`src/rtl/ctrl_pkg.sv`:
```
// ---------------------------------------------------------------------------
// ctrl_pkg
// Shared types and constants for the multicycle control FSM and its opcode
// class decoder.
//   state_e : control FSM states
//   cls_e   : instruction classes the control sequence distinguishes
//   OPC_*   : RV32 major opcodes (instruction bits [6:0])
// ---------------------------------------------------------------------------
package ctrl_pkg;

  typedef enum logic [2:0] {
    IDLE   = 3'd0,
    FETCH  = 3'd1,
    DECODE = 3'd2,
    EXEC   = 3'd3,
    MEM    = 3'd4,
    WB     = 3'd5,
    HALT   = 3'd6
  } state_e;

  typedef enum logic [1:0] {
    CL_LOAD  = 2'd0,
    CL_STORE = 2'd1,
    CL_ALU   = 2'd2,
    CL_NOP   = 2'd3
  } cls_e;

  localparam logic [6:0] OPC_LOAD  = 7'b0000011;
  localparam logic [6:0] OPC_STORE = 7'b0100011;
  localparam logic [6:0] OPC_OP    = 7'b0110011;
  localparam logic [6:0] OPC_OPIMM = 7'b0010011;

endpackage

```
`src/rtl/multicycle_ctrl_op_class_decode.sv`:
```
// ---------------------------------------------------------------------------
// op_class_decode
// Combinational opcode -> instruction class map. Unrecognised opcodes map
// to CL_NOP and raise illegal.
//   opcode  in  7  instruction bits [6:0]
//   cls     out    instruction class
//   illegal out 1  opcode is not LOAD/STORE/OP/OP_IMM
// ---------------------------------------------------------------------------
module op_class_decode
  import ctrl_pkg::*;
(
  input  logic [6:0] opcode,
  output cls_e       cls,
  output logic       illegal
);

  always_comb begin
    cls     = CL_NOP;
    illegal = 1'b1;
    case (opcode)
      OPC_LOAD: begin
        cls     = CL_LOAD;
        illegal = 1'b0;
      end
      OPC_STORE: begin
        cls     = CL_STORE;
        illegal = 1'b0;
      end
      OPC_OP, OPC_OPIMM: begin
        cls     = CL_ALU;
        illegal = 1'b0;
      end
      default: begin
        cls     = CL_NOP;
        illegal = 1'b1;
      end
    endcase
  end

endmodule

```
`src/rtl/multicycle_ctrl.sv`:
```
// ---------------------------------------------------------------------------
// multicycle_ctrl
// Multicycle control FSM sequencing a single-cycle datapath through
// FETCH / DECODE / EXEC / MEM / WB, walking a program from address 0.
//   clk           in   system clock, rising edge
//   rst           in   asynchronous active-low reset
//   start         in   one-cycle pulse, begins a run at address 0
//   instr_data    in   instruction word read combinationally at instruction_A
//   instruction_A out  program counter
//   RegWrite      out  register-file write strobe (one cycle, WB)
//   MemWrite      out  data-memory write strobe (one cycle, MEM of a store)
//   busy          out  high outside IDLE and HALT
//   done          out  high while in HALT
//   illegal_op    out  sticky unrecognised-opcode flag, cleared by start
//   retired       out  saturating count of retired instructions
//   state_dbg     out  current FSM state, for observation only
//
// Handshake: start is a single-cycle request that is accepted only while the
// controller is idle (IDLE or HALT, i.e. busy=0); it is silently dropped while
// busy=1. Acceptance is visible as busy rising on the next cycle, and the run
// completes when done rises, which holds until the next accepted start.
// ---------------------------------------------------------------------------
module multicycle_ctrl
  import ctrl_pkg::*;
#(
  parameter int ADDR_W  = 3,
  parameter int INSTR_W = 32,
  parameter int CNT_W   = 8
) (
  input  logic               clk,
  input  logic               rst,
  input  logic               start,
  input  logic [INSTR_W-1:0] instr_data,
  output logic [ADDR_W-1:0]  instruction_A,
  output logic               RegWrite,
  output logic               MemWrite,
  output logic               busy,
  output logic               done,
  output logic               illegal_op,
  output logic [CNT_W-1:0]   retired,
  output state_e             state_dbg
);

  state_e               state_q, state_d;
  logic [ADDR_W-1:0]    pc_q, pc_d;
  logic [INSTR_W-1:0]   ir_q, ir_d;
  logic [CNT_W-1:0]     retired_q, retired_d;
  logic                 illegal_q, illegal_d;
  logic                 reg_write_q, reg_write_d;
  logic                 mem_write_q, mem_write_d;
  logic                 busy_q, busy_d;
  logic                 done_q, done_d;
  logic                 do_retire;

  cls_e cls;
  logic dec_illegal;

  // Class comes from the registered IR, which is stable from DECODE to retire.
  op_class_decode u_dec (
    .opcode  (ir_q[6:0]),
    .cls     (cls),
    .illegal (dec_illegal)
  );

  always_comb begin
    state_d   = state_q;
    pc_d      = pc_q;
    ir_d      = ir_q;
    retired_d = retired_q;
    illegal_d = illegal_q;
    do_retire = 1'b0;

    case (state_q)
      IDLE, HALT: begin
        if (start) begin
          state_d   = FETCH;
          pc_d      = '0;
          retired_d = '0;
          illegal_d = 1'b0;
        end
      end
      FETCH: begin
        ir_d    = instr_data;
        state_d = DECODE;
      end
      DECODE: begin
        // An all-zero word marks end of program and is not retired.
        state_d = (ir_q == '0) ? HALT : EXEC;
      end
      EXEC: begin
        case (cls)
          CL_LOAD, CL_STORE: state_d = MEM;
          CL_ALU:            state_d = WB;
          default: begin
            if (dec_illegal) illegal_d = 1'b1;
            do_retire = 1'b1;
          end
        endcase
      end
      MEM: begin
        if (cls == CL_STORE) do_retire = 1'b1;
        else                 state_d   = WB;
      end
      WB: begin
        do_retire = 1'b1;
      end
      default: state_d = IDLE;
    endcase

    if (do_retire) begin
      retired_d = (retired_q == {CNT_W{1'b1}}) ? retired_q : retired_q + CNT_W'(1);
      // Last word of the program space ends the run; the PC does not wrap.
      if (pc_q == {ADDR_W{1'b1}}) begin
        state_d = HALT;
      end else begin
        pc_d    = pc_q + ADDR_W'(1);
        state_d = FETCH;
      end
    end

    // Outputs are registered from the next state so they line up with it.
    reg_write_d = (state_d == WB);
    mem_write_d = (state_d == MEM) && (cls == CL_STORE);
    busy_d      = (state_d != IDLE) && (state_d != HALT);
    done_d      = (state_d == HALT);
  end

  always_ff @(posedge clk or negedge rst) begin
    if (!rst) begin
      state_q     <= IDLE;
      pc_q        <= '0;
      ir_q        <= '0;
      retired_q   <= '0;
      illegal_q   <= 1'b0;
      reg_write_q <= 1'b0;
      mem_write_q <= 1'b0;
      busy_q      <= 1'b0;
      done_q      <= 1'b0;
    end else begin
      state_q     <= state_d;
      pc_q        <= pc_d;
      ir_q        <= ir_d;
      retired_q   <= retired_d;
      illegal_q   <= illegal_d;
      reg_write_q <= reg_write_d;
      mem_write_q <= mem_write_d;
      busy_q      <= busy_d;
      done_q      <= done_d;
    end
  end

  assign instruction_A = pc_q;
  assign RegWrite      = reg_write_q;
  assign MemWrite      = mem_write_q;
  assign busy          = busy_q;
  assign done          = done_q;
  assign illegal_op    = illegal_q;
  assign retired       = retired_q;
  assign state_dbg     = state_q;

endmodule

```
`config.mk`:
```
export PLATFORM = sky130hd
export DESIGN_NAME = multicycle_ctrl
export DESIGN_NICKNAME = d
export VERILOG_FILES = /design/src/rtl/ctrl_pkg.sv /design/src/rtl/multicycle_ctrl_op_class_decode.sv /design/src/rtl/multicycle_ctrl.sv
export SDC_FILE = /design/constraint.sdc
export NUM_CORES = 1
export LEC_CHECK = 0
export CORE_MARGIN = 2
export CORE_UTILIZATION = 45
export CTS_CLUSTER_DIAMETER = 50
export DETAILED_ROUTE_END_ITERATION = 7
export HOLD_SLACK_MARGIN = 0.02
export PLACE_DENSITY = 0.79
export REMOVE_ABC_BUFFERS = 1
export SLEW_MARGIN = 10
export SYNTH_ARGS = -nofsm -noshare
export SYNTH_HDL_FRONTEND = slang
export SYNTH_SLANG_ARGS = --single-unit
```
`constraint.sdc`:
```
create_clock -name clk -period 1.7 [get_ports clk]
set_input_delay 0.255 -clock clk [delete_from_list [all_inputs] [get_ports clk]]
set_output_delay 0.255 -clock clk [all_outputs]
set_load 0.02 [all_outputs]
```
After elaboration in Yosys (flattened, before gate mapping)
Index checks and enable logic that the tools add are counted.
{ "classes": {"eq_ne": 22, "n_addsub": 2, "muxes": 23, "reduce_logical": 16} }
{ "op_table": {"columns": ["op", "count"], "rows": [
  ["zero test 32 bit", 1],
  ["two-way mux 8 bit", 4],
  ["two-way mux 3 bit", 9],
  ["== test 3 bit (second input constant)", 7],
  ["one-hot mux 3 bit (6 select lines)", 1],
  ["== test 7 x 6 -> 1 bit (second input constant)", 2],
  ["adder 8 x 1 -> 8 bit (second input constant)", 1],
  ["== test 8 bit (second input constant)", 1],
  ["inequality test 2 bit (second input constant)", 4],
  ["== test 7 x 2 -> 1 bit (second input constant)", 1],
  ["== test 7 x 5 -> 1 bit (second input constant)", 1],
  ["== test 3 x 2 -> 1 bit (second input constant)", 2],
  ["one-hot mux 2 bit (3 select lines)", 1],
  ["one-hot mux 3 bit (2 select lines)", 1],
  ["nonzero test 2 bit", 3],
  ["OR reduction 2 bit", 3],
  ["two-way mux 1 bit", 5],
  ["AND reduction 4 bit", 1],
  ["OR reduction 4 bit", 1],
  ["adder 3 x 1 -> 3 bit (second input constant)", 1],
  ["== test 3 x 1 -> 1 bit (second input constant)", 1],
  ["zero test 3 bit", 1],
  ["inequality test 3 bit (second input constant)", 1],
  ["one-hot mux 1 bit (3 select lines)", 1],
  ["other kinds (8)", 9]
]} }
{ "word_totals": {"ff_bits": 51, "inputBits": 35} }

Logic depth before layout (Yosys ltp)
{ "depth": {"word_depth": 10, "mapped_depth": 7} }

By module
A second synthesis with hierarchy kept.
{ "hier_totals": {"hier_cells": 197, "area_unflattened_um2": 2323.5} }
{ "modules_own_cells": {"columns": ["mod", "instances", "area_per_inst_um2", "cells_per_inst"], "rows": [
  ["multicycle_ctrl", 1, 2287.2, 191],
  ["op_class_decode", 1, 36.3, 6]
]} }

Worst setup path before layout
OpenSTA, ideal clock, no wires.
{ "synth_path": {"path_kind": "register to register", "startpoint": "register state_q[1] (netlist: state_dbg[1])", "endpoint": "register mem_write_q (netlist: MemWrite)", "t_arrival_ns": 1.656, "stages_incl_launch_ff": 7, "setup_time_ns": 0.096, "required_time_ns": 1.604, "slack_ns": -0.051, "cell_sequence": "dfrtp_1 buf_6 and3b_1 a21boi_4 a2111oi_2 a21bo_2 nor4bb_4"} }
{ "synth_via": {"elab_chain_cells": 6} }
{ "synth_rtl": {"columns": ["item", "line_no", "source"], "rows": [
  ["from (decl)", "multicycle_ctrl.sv:44", "state_e state_q, state_d;"],
  ["from (signal assigned)", "multicycle_ctrl.sv:140", "state_q <= state_d;"],
  ["== test 3 bit / zero test 3 bit (equally long branches)", "multicycle_ctrl.sv:73", "case (state_q)"],
  ["OR reduction 2 bit", "multicycle_ctrl.sv:73", null],
  ["one-hot mux 3 bit (6 select lines)", "multicycle_ctrl.sv:73", null],
  ["two-way mux 3 bit (*)", "multicycle_ctrl.sv:110", "if (do_retire) begin"],
  ["== test 3 bit (*)", "multicycle_ctrl.sv:123", "mem_write_d = (state_d == MEM) && (cls == CL_STORE);"],
  ["logical AND 1 bit (*)", "multicycle_ctrl.sv:123", null],
  ["net mem_write_d", "multicycle_ctrl.sv:50", "logic mem_write_q, mem_write_d;"],
  ["to (signal assigned)", "multicycle_ctrl.sv:146", "mem_write_q <= mem_write_d;"],
  ["to (decl)", "multicycle_ctrl.sv:50", null]
]} }
The timed path passes the listed nets; every way through them passes the cells marked *.
A chain may end at the register's enable or synchronous reset.

Worst setup path after layout
{ "layout_path": {"startpoint": "register ir_q[2]", "endpoint": "register busy_q (netlist: busy)"} }
{ "layout_via": {"elab_chain_cells": 10} }
{ "layout_rtl": {"columns": ["item", "line_no", "source"], "rows": [
  ["from (decl)", "multicycle_ctrl.sv:46", "logic [INSTR_W-1:0] ir_q, ir_d;"],
  ["from (signal assigned)", "multicycle_ctrl.sv:142", "ir_q <= ir_d;"],
  ["== test 7 x 6 -> 1 bit / == test 7 x 5 -> 1 bit (equally long branches)", "multicycle_ctrl_op_class_decode.sv:20", "case (opcode)"],
  ["OR reduction 2 bit", "multicycle_ctrl_op_class_decode.sv:20", null],
  ["one-hot mux 2 bit (3 select lines)", "multicycle_ctrl_op_class_decode.sv:20", null],
  ["== test 2 x 1 -> 1 bit (tied with other cells)", "multicycle_ctrl.sv:91, multicycle_ctrl.sv:101", null],
  ["OR reduction 2 bit / OR reduction 3 bit (equally long branches)", null, null],
  ["one-hot mux 3 bit (2 select lines) / two-way mux 1 bit (equally long branches)", "multicycle_ctrl.sv:91", "case (cls)"],
  ["one-hot mux 3 bit (6 select lines) / one-hot mux 1 bit (3 select lines) (equally long branches)", "multicycle_ctrl.sv:73", null],
  ["two-way mux 3 bit (*)", "multicycle_ctrl.sv:110", null],
  ["inequality test 3 bit / nonzero test 3 bit (equally long branches)", "multicycle_ctrl.sv:124", "busy_d = (state_d != IDLE) && (state_d != HALT);"],
  ["logical AND 1 bit (*)", "multicycle_ctrl.sv:124", null],
  ["net busy_d", "multicycle_ctrl.sv:51", "logic busy_q, busy_d;"],
  ["to (signal assigned)", "multicycle_ctrl.sv:147", "busy_q <= busy_d;"],
  ["to (decl)", "multicycle_ctrl.sv:51", null]
]} }
Marks and branches as above.

==> results_dict.tcl <==
set metrics [dict create \
    synth_flop_cell "dfrtp_1" \
    critPathLaunch "ir_q[2]" \
    viasPerCell 5.31 \
    synth_top_area_share_pct 53.1 \
    path_class "flop to flop" \
    ios 54 \
    yosys_warnings 0 \
    drc 0 \
    r2r_start "ir_q[2]" \
    placed_area_sq_mm 0.00320 \
    synth_area_leader_cell "dfrtp_1" \
    clock-sinks 51 \
    firstDrtPassIters 4 \
    die_w_um 77.1 \
    grt_pass1_wl_um 8630 \
    synth_edf_count 0 \
    power_mw 5.64 \
    path_max_fanout 5 \
    finalCritPeriodShare_pct 104 \
    synth_area_leaders "dfrtp_1 53%, mux2_2 15%, mux2i_1 2.5%" \
    synth_seq_area_share_pct 53.1 \
    antenna_found_initial 0 \
    max_freq_mhz 563 \
    dp.cells 331 \
    cp.required_ns 1.92 \
    reg2reg_depth 6 \
    hold_class "primary input to asynchronous set/reset pin" \
    setup_slack_ns -0.0755 \
    die_h_um 77.1 \
    synth_common_cells "51 x dfrtp_1, 32 x mux2_2, 12 x nand2_1, 7 x nor4_1, 7 x o21ai_0" \
    wl_per_cell_um 14.8 \
    rr_endpoint "busy" \
    drv_slew 0 \
    initial_core_util_pct 46.7 \
    grt_pass1_vias 1815 \
    rsz0062_at_grt "yes" \
    clk_pin_slew_ns 0.09 \
    dp_hpwl_um 3720 \
    nets 308 \
    die_area_sq_mm 0.00594 \
    grt_max_degree 32 \
    endpoint "busy" \
    async_flop_share_pct 100 \
    status "complete, but fails checks" \
    worst_ep_arrival_time_ns 2.00 \
    gp_congestion 0.812 \
    maxCapViolCount 0 \
    final_layout_size_suffix_gt1_share_pct 33.2 \
    critPathCaptureType "flop" \
    root_buffer "clkbuf_8" \
    ir_worst_vdd_mv 0.938 \
    fin_util_pct 65.7 \
    port_buffers 53 \
    numCtsBuffers 5 \
    drtAntennaViolNets 0 \
    period_minus_slack_ns 1.78 \
    yosysMostFrequentCell "dfrtp_1" \
    setup_viol 7 \
    syn_area_sq_mm 0.00240 \
    ys_types 44 \
    synthCells 188 \
    finalHoldViolCount 0 \
    areaGrowthSynthToFinish_pct 40.5 \
    fin_cells 341 \
    grt_use_total_pct 18.2 \
    wl_um 5040 \
    clk_latency_ns 0.30 \
    powerDensity_mw_per_mm2 1670 \
    cts_tree "done" \
    skew_ns 0.00480 \
    antennaDiodeCount 0 \
    via_count 1811 \
    avgSynthCellArea_sq_um 12.8 \
    slew_headroom_pct 67.6 \
    reg2reg_slack_ns -0.08 \
    final_area_sq_mm 0.00338 \
    synth_seq_cells 51 \
    htree_levels 2 \
    drtIter0Drc 45 \
    violations "setup timing" \
    clockBufferDepth 2 \
    grt_overflow 0 \
    cp-start-kind "flop" \
    worst_pin_slew_ns 0.486 \
    num_rows 26 \
    core_sq_mm 0.00514 \
    p_leak_nw 1.45 \
]
==> what timing repair did <==
action | CTS | global route
endpoints found under the hold margin | 20 | 0
gates cloned | 0 | 0
pin swaps | 5 | 2
hold buffers | 1 | 0
setup endpoints to repair | 19 | 18
setup buffers | 1 | 0
gates resized for setup | 17 | 8
==> worst min-delay path by stage <==
| stage | startpoint | endpoint | slack (ns) | cells after the start |
|---|---|---|---|---|
| 5_1_grt | rst | RegWrite | 0.49 | 2 |
| 2_1_floorplan | rst | MemWrite | -0.04 | 0 |
| 6_report | rst | RegWrite | 0.44 | 2 |
| 3_5_place_dp | rst | busy | 0.24 | 1 |
| 4_1_cts | rst | ir_q[21] | 0.46 | 2 |
| 3_3_place_gp | rst | instruction_A[2] | 0.24 | 1 |
==> logic make-up (layout without fill, tap and decap cells) <==
group	count (synthesis)	after routing	synth area share, %
AO/OA/AOI/OAI	30	30	9.74
XOR/XNOR	1	1	0.365
adder cells (fa/ha/maj)	3	3	1.56
buffers and inverters	11	94	2.55
flip-flops	51	51	53.1
multiplexers	38	38	17.5
AND/OR/NAND/NOR	54	54	15.2
==> worst max-delay path: stages, from the launching register on <==
cell      delay (ns)
dfrtp_2         0.45
nor4_4          0.37
and4_1          0.30
a221oi_4        0.06
buf_4           0.15
and4_1          0.19
o211ai_1        0.16
==> stage by stage <==
| stage | hold slack, ns | setup slack, ns | setup TNS [ns] |
|---|---|---|---|
| floorplan | -0.0406 | -1.07 | -32.29 |
| detailed placement | 0.243 | -0.130 | -0.937 |
| global route | 0.485 | -0.189 | -1.66 |
| global placement | 0.244 | -0.0959 | -0.240 |
| finish | 0.439 | -0.0755 | -0.317 |
| CTS | 0.458 | -0.0628 | -0.318 |
==> state kept, by name (all words and copies together), names as in the netlist <==
name,count
RegWrite,1
illegal_op,1
busy,1
retired,8
MemWrite,1
done,1
ir_q,32
state_dbg,3
instruction_A,3
==> power by group <==
part           total (mW)  internal, mW  switching, mW
registers            2.18          1.75          0.428
clock network       0.671         0.290          0.382
logic                2.79          1.60           1.19
total                5.64          3.65           2.00
==> placed cells by master, fill, tap and decap left out, types with 4 or more instances in the layout <==
cell / count
clkdlybuf4s50_1: 48
mux2i_1: 6
o21ai_1: 4
and3b_1: 4
dfrtp_1: 48
nand2b_1: 4
mux2_2: 32
nor4_1: 7
clkbuf_8: 5
inv_1: 4
nand3_1: 4
nand2_1: 12
buf_4: 25
o211ai_1: 6
==> cell type report <==
class	instances	area [sq um]
tap	70	87.6
sequential	51	1280
inverter	4	15.0
clock inverter	1	5.00
fill	423	1760
multi-input combinational	126	1130
timing repair buffer	82	777
clock buffer	7	76.3
==> per-layer routing <==
| layer | vias to the layer above | global-route usage [%] | routed length (um) |
|---|---|---|---|
| met5 | - | 0 | 0 |
| met3 | 6 | 4.94 | 289 |
| li1 | 866 | - | - |
| met1 | 889 | 23.3 | 2210 |
| met4 | 0 | 5.18 | 53 |
| met2 | 50 | 30.4 | 2490 |
(Power assumes the default switching activity.)
